===== config.mk =====
export PLATFORM = sky130hd
export DESIGN_NAME = spell_sequencer
export DESIGN_NICKNAME = d
export VERILOG_FILES = /design/src/rtl/spell_pkg.sv /design/src/rtl/spell_delay_timer.sv /design/src/rtl/spell_sequencer.sv
export SDC_FILE = /design/constraint.sdc
export NUM_CORES = 1
export LEC_CHECK = 0
export BUFFER_PORTS_ARGS = -buffer_cell sky130_fd_sc_hd__buf_2
export CAP_MARGIN = 10
export CORE_ASPECT_RATIO = 1.1
export CORE_MARGIN = 2
export CORE_UTILIZATION = 38
export CTS_CLUSTER_DIAMETER = 80
export DETAILED_ROUTE_END_ITERATION = 8
export PLACE_DENSITY = 0.58
export RECOVER_POWER = 25
export SLEW_MARGIN = 0
export SYNTH_ARGS = -nofsm -noshare
export SYNTH_HDL_FRONTEND = slang
export SYNTH_SLANG_ARGS = --single-unit

===== constraint.sdc =====
create_clock -name clk -period 7 [get_ports clk]
set_input_delay 1.4 -clock clk [delete_from_list [all_inputs] [get_ports clk]]
set_output_delay 1.4 -clock clk [all_outputs]
set_load 0.1 [all_outputs]

===== src/rtl/spell_pkg.sv =====
// spell_pkg: state encoding and datapath widths shared by the SPELL sequencer.
package spell_pkg;
   typedef enum logic [2:0] {
      S_IDLE  = 3'd0,
      S_FETCH = 3'd1,
      S_EXEC  = 3'd2,
      S_DELAY = 3'd3,
      S_SLEEP = 3'd4,
      S_HALT  = 3'd5
   } state_t;
   localparam logic [7:0] OP_STOP = 8'hFF;
   localparam int PC_W = 8;
   localparam int SP_W = 5;
endpackage


===== src/rtl/spell_delay_timer.sv =====
// spell_delay_timer: nested prescaler x amount down-counter; done marks the last wait cycle.
module spell_delay_timer #(
   parameter int PRESCALE_W = 16,
   parameter logic [PRESCALE_W-1:0] DELAY_PRESCALE = 16'd1000
) (
   input  logic       clk,
   input  logic       reset,
   input  logic       load,
   input  logic [7:0] amount,
   output logic       done
);
   logic [7:0] unit_q, unit_d;
   logic [PRESCALE_W-1:0] pre_q, pre_d;
   always_comb begin
      unit_d = unit_q;
      pre_d  = pre_q;
      if (load) begin
         unit_d = amount;
         pre_d  = DELAY_PRESCALE - 1'b1;
      end else if (unit_q != 8'd0) begin
         pre_d  = (pre_q == '0) ? DELAY_PRESCALE - 1'b1 : pre_q - 1'b1;
         unit_d = (pre_q == '0) ? unit_q - 8'd1 : unit_q;
      end
   end
   always_ff @(posedge clk) begin
      if (reset) begin
         unit_q <= 8'd0;
         pre_q  <= '0;
      end else begin
         unit_q <= unit_d;
         pre_q  <= pre_d;
      end
   end
   assign done = unit_q == 8'd1 && pre_q == '0;
endmodule


===== src/rtl/spell_sequencer.sv =====
// spell_sequencer: fetch/exec/commit controller for the SPELL execute unit.
// Define SPELL_RETIRE_COUNT_EN to add the 16-bit retired-instruction counter output.
module spell_sequencer
   import spell_pkg::*;
#(
   parameter int PRESCALE_W = 16,
   parameter logic [PRESCALE_W-1:0] DELAY_PRESCALE = 16'd1000
) (
   input  logic            clk,
   input  logic            reset,
   input  logic            run,
   input  logic            wake,
   input  logic            inject_valid,
   input  logic [7:0]      inject_opcode,
   output logic            inject_ready,
   output logic            prog_rd_en,
   input  logic            prog_rd_valid,
   input  logic [7:0]      prog_rd_data,
   output logic [7:0]      opcode,
   output logic            out_of_order_exec,
   output logic [PC_W-1:0] pc,
   output logic [SP_W-1:0] sp,
   input  logic [PC_W-1:0] ex_next_pc,
   input  logic [SP_W-1:0] ex_next_sp,
   input  logic [1:0]      ex_stack_write_count,
   input  logic            ex_memory_write_en,
   input  logic [7:0]      ex_delay_amount,
   input  logic            ex_sleep,
   input  logic            ex_stop,
   output logic            stack_we,
   output logic            mem_wr_req,
   input  logic            mem_wr_ack,
   output logic [2:0]      state,
   output logic            halted
`ifdef SPELL_RETIRE_COUNT_EN
   ,output logic [15:0]    retired
`endif
);
   state_t state_q, state_d;
   logic [PC_W-1:0] pc_q, pc_d;
   logic [SP_W-1:0] sp_q, sp_d;
   logic [7:0] opcode_q, opcode_d;
   logic ooo_q, ooo_d;
   logic inject_ready_q, inject_ready_d, stack_we_q, stack_we_d, mem_wr_req_q, mem_wr_req_d;
   logic prog_rd_en_q, halted_q, sleep_first_q;
   logic commit, go, stop, delay_done;
   assign stop   = ex_stop || opcode_q == OP_STOP;
   assign commit = state_q == S_EXEC && (!ex_memory_write_en || (mem_wr_req_q && mem_wr_ack));
   always_comb begin
      state_d        = state_q;
      pc_d           = pc_q;
      sp_d           = sp_q;
      opcode_d       = opcode_q;
      ooo_d          = ooo_q;
      go             = 1'b0;
      inject_ready_d = 1'b0;
      stack_we_d     = 1'b0;
      mem_wr_req_d   = state_q == S_EXEC && ex_memory_write_en && !commit;
      case (state_q)
         S_IDLE:  go = 1'b1;
         S_FETCH: if (prog_rd_valid) begin
            opcode_d = prog_rd_data;
            ooo_d    = 1'b0;
            state_d  = S_EXEC;
         end
         S_EXEC:  if (commit) begin
            pc_d           = ex_next_pc;
            sp_d           = ex_next_sp;
            stack_we_d     = ex_stack_write_count != 2'd0;
            inject_ready_d = ooo_q;
            ooo_d          = 1'b0;
            state_d        = stop ? S_HALT : ex_sleep ? S_SLEEP : ex_delay_amount != 8'd0 ? S_DELAY : state_q;
            go             = !stop && !ex_sleep && ex_delay_amount == 8'd0;
         end
         S_DELAY: go = delay_done;
         S_SLEEP: go = wake && !sleep_first_q;
         S_HALT:  state_d = (!run && !inject_valid) ? S_IDLE : S_HALT;
         default: state_d = S_IDLE;
      endcase
      // common dispatch: injection wins over fetch
      if (go) begin
         state_d = inject_valid ? S_EXEC : run ? S_FETCH : S_IDLE;
         if (inject_valid) begin
            opcode_d = inject_opcode;
            ooo_d    = 1'b1;
         end
      end
   end
   always_ff @(posedge clk) begin
      if (reset) begin
         state_q        <= S_IDLE;
         pc_q           <= '0;
         sp_q           <= '0;
         opcode_q       <= 8'd0;
         ooo_q          <= 1'b0;
         inject_ready_q <= 1'b0;
         stack_we_q     <= 1'b0;
         mem_wr_req_q   <= 1'b0;
         prog_rd_en_q   <= 1'b0;
         halted_q       <= 1'b0;
         sleep_first_q  <= 1'b0;
      end else begin
         state_q        <= state_d;
         pc_q           <= pc_d;
         sp_q           <= sp_d;
         opcode_q       <= opcode_d;
         ooo_q          <= ooo_d;
         inject_ready_q <= inject_ready_d;
         stack_we_q     <= stack_we_d;
         mem_wr_req_q   <= mem_wr_req_d;
         prog_rd_en_q   <= state_d == S_FETCH && state_q != S_FETCH;
         halted_q       <= state_d == S_HALT;
         sleep_first_q  <= state_d == S_SLEEP && state_q != S_SLEEP;
      end
   end
   spell_delay_timer #(
      .PRESCALE_W     (PRESCALE_W),
      .DELAY_PRESCALE (DELAY_PRESCALE)
   ) u_timer (
      .clk    (clk),
      .reset  (reset),
      .load   (state_d == S_DELAY && state_q != S_DELAY),
      .amount (ex_delay_amount),
      .done   (delay_done)
   );
`ifdef SPELL_RETIRE_COUNT_EN
   logic [15:0] retired_q, retired_d;
   assign retired_d = retired_q + {15'd0, commit};
   always_ff @(posedge clk) begin
      if (reset) retired_q <= 16'd0;
      else retired_q <= retired_d;
   end
   assign retired = retired_q;
`endif
   assign state             = state_q;
   assign pc                = pc_q;
   assign sp                = sp_q;
   assign opcode            = opcode_q;
   assign out_of_order_exec = ooo_q;
   assign inject_ready      = inject_ready_q;
   assign stack_we          = stack_we_q;
   assign mem_wr_req        = mem_wr_req_q;
   assign prog_rd_en        = prog_rd_en_q;
   assign halted            = halted_q;
endmodule


==> impl_metrics.json <==
{
  "status": "complete, but fails checks",
  "failed_checks": "capacitance limit, slew limit",
  "yosysSeqAreaShare": 0.403,
  "post-route-min-period_ns": 3.82,
  "post_cts_resize_count": 0,
  "maxCapViolCount": 1,
  "cts_sinks": 55,
  "tns_ns": 0,
  "cpLargestDelayFamily": "simple AND/OR/NAND/NOR gates",
  "end_kind": "register",
  "crit_path_max_fanout": 18,
  "final_nets": 440,
  "dp_cells": 463,
  "cts_max_level": 2,
  "netlist.area_leader.share": 0.403,
  "core-area_um2": 7010,
  "layout-drive-gt1-share": 0.251,
  "worst-path-stages": 7,
  "gp_congestion": 0.767,
  "cts_hold_buf": 0,
  "wl_per_cell_um": 13.5,
  "finalSetupViolCount": 0,
  "cts.path.max_buffers": 2,
  "dieArea_um2": 7880,
  "drc": 0,
  "slowest_stage": "and4_1",
  "post-route-util": 0.463,
  "fin_ws_ns": 3.18,
  "hp-class": "reg2reg",
  "area_growth_pct": 18.8,
  "vias": 2441,
  "fmaxAchievable_mhz": 262,
  "port_buffers": 78,
  "tightestPinTransition_ns": 2.14,
  "reg2reg_slack_ns": 3.74,
  "finalCritPeriodShare": 0.546,
  "worst_setup_path_start_kind": "primary input",
  "num_rows": 32,
  "initial_core_util": 0.389,
  "die_h_um": 92.9,
  "postCtsSetupBuffers": 0,
  "fillers": 705,
  "ant_nets": 0,
  "yosysMostFrequentCell": "dfxtp_1",
  "synth_area_leaders": "dfxtp_1 40%, xnor2_1 4.8%, nand2_1 4.7%, a21oi_1 4.2%, a211oi_1 3.9%",
  "synth_area_per_cell_um2": 8.58,
  "hold_viol_final": 0,
  "netlist_area_um2": 2730,
  "io_pins": 79,
  "grt_pass1_vias": 2354,
  "synth_edf_count": 0,
  "place_ws_ns": 2.91,
  "vias_per_cell": 5.17,
  "syn-num-nets": 372,
  "critical_path_arrival_ns": 3.91,
  "path_clk_slew_ns": 0.10,
  "track_usage": 0.170,
  "synth_top_cell_by_area": "dfxtp_1",
  "postSynth.asyncResetShare": 0,
  "slew-limit-headroom": -0.423,
  "drt_first_pass_iters": 4,
  "cts-root-buf": "clkbuf_8",
  "yosysWarnings": 0,
  "cts_buffers": 5,
  "antenna_cells": 0,
  "cts_tree": "yes",
  "crit_chain": "buf_2 > a21bo_2 > nand2b_1 > nor3_1 > nor2_1 > and4_1 > a211oi_1",
  "placed_cell_area_um2": 3150,
  "max-vdd-ir-drop_v": 0.000173,
  "ys.flop_type": "dfxtp_1",
  "overflow": 0,
  "drv_slew": 49,
  "drtIter0Drc": 62,
  "required_ns": 7.09,
  "synth_seq_cells": 55,
  "p_per_area_nw_per_um2": 438,
  "hpwl_mm": 4.76,
  "die_w_um": 84.8,
  "r2r_cells": 6,
  "max_stage_delay_ns": 0.83,
  "crit_type": "in2reg",
  "insertion_delay_ns": 0.31,
  "grt_first_pass_wirelength_mm": 10.9,
  "p_leak_uw": 0.00127,
  "worst-path-buf-inv": 1,
  "grt_max_degree": 49,
  "rsz0062_at_grt": "false",
  "skew_ns": 0.00815,
  "wirelength_mm": 6.39,
  "antenna_found_initial": 0,
  "syn_inst": 318,
  "synth_cell_type_count": 47,
  "fin_area_um2": 3240,
  "hold_depth": 2,
  "final_cells": 472,
  "synthTopCellsByCount": "55 x dfxtp_1, 34 x nand2_1, 27 x nor2_1, 23 x a21oi_1"
}
## final cells by class
class	count	area, um2	share of cell area
Timing Repair Buffer	81	405	0.125
Clock inverter	2	17.5	0.00540
Sequential cell	55	1100	0.340
Multi-Input combinational cell	230	1490	0.460
Clock buffer	6	72.6	0.0224
Inverter	13	48.8	0.0151
Tap cell	85	106	0.0328
## final timing paths
path / to / from
setup / recovery: u_timer.unit_q[5] / ex_memory_write_en
hold / removal: sp[3] / sp[3]
setup reg to reg: u_timer.unit_q[5] / state[2]
hold reg to reg: sp[3] / sp[3]
## through the flow
step / power (uW) / hold slack [ns]
after floorplan: 1110 / 0.532
after global placement: 1250 / 0.440
after detailed placement: 1250 / 0.443
after CTS: 1430 / 0.457
after global routing: 1550 / 0.475
final: 1420 / 0.458
## sequential cells by signal (all words and copies together) (netlist names), 3 cells and up
signal,cells
opcode,8
u_timer.unit_q,8
u_timer.pre_q,16
state,3
sp,5
pc,8
## worst reg2reg max path: stages (launching register included)
cell	delay (ns)
dfxtp_1	0.54
or3b_1	0.21
nand2b_1	0.57
nor3_1	0.18
nor2_1	0.55
and4_1	0.83
a211oi_1	0.17
## layout by cell type, fill, tap and decap left out, drive strengths merged
master	instances
buf	75
dfxtp	55
nand2	34
nor2	27
a21oi	23
nor3	22
a211oi	16
xnor2	15
inv	13
clkbuf	12
mux2i	10
nand4	8
a41oi	7
o21ai	7
nor4	6
nand2b	5
nand3	5
ha	5
nor2b	4
xor2	4
a31oi	4
or4	4
nand3b	3
nor3b	3
and3	2
nand4b	2
o21a	2
clkinv	2
or3b	2
a21bo	2
a21boi	1
a41o	1
a22oi	1
a2111o	1
and4	1
o21bai	1
a311o	1
a31o	1
## routing by layer
layer  up-vias  wire length [um]  global-route usage
met5         -                 0                   0
met4         0                74              0.0476
met3         5               206              0.0285
met2        47              3380               0.314
met1      1123              2730               0.201
li1       1266                 -                   -
## cell families after synthesis
family | synth area share
AO/OA/AOI/OAI | 0.171
XOR/XNOR | 0.0610
buffers and inverters | 0.0504
flip-flops | 0.403
adder cells (fa/ha/maj) | 0.0229
AND/OR/NAND/NOR | 0.254
multiplexers | 0.0367
## power by group
part           switching, uW  internal, uW  leakage, uW  total (uW)
clock network            105          72.1    0.0000454         177
logic                    495           308     0.000779         803
registers               58.6           382     0.000449         440
No activity file was read; power rests on OpenSTA's default activity.
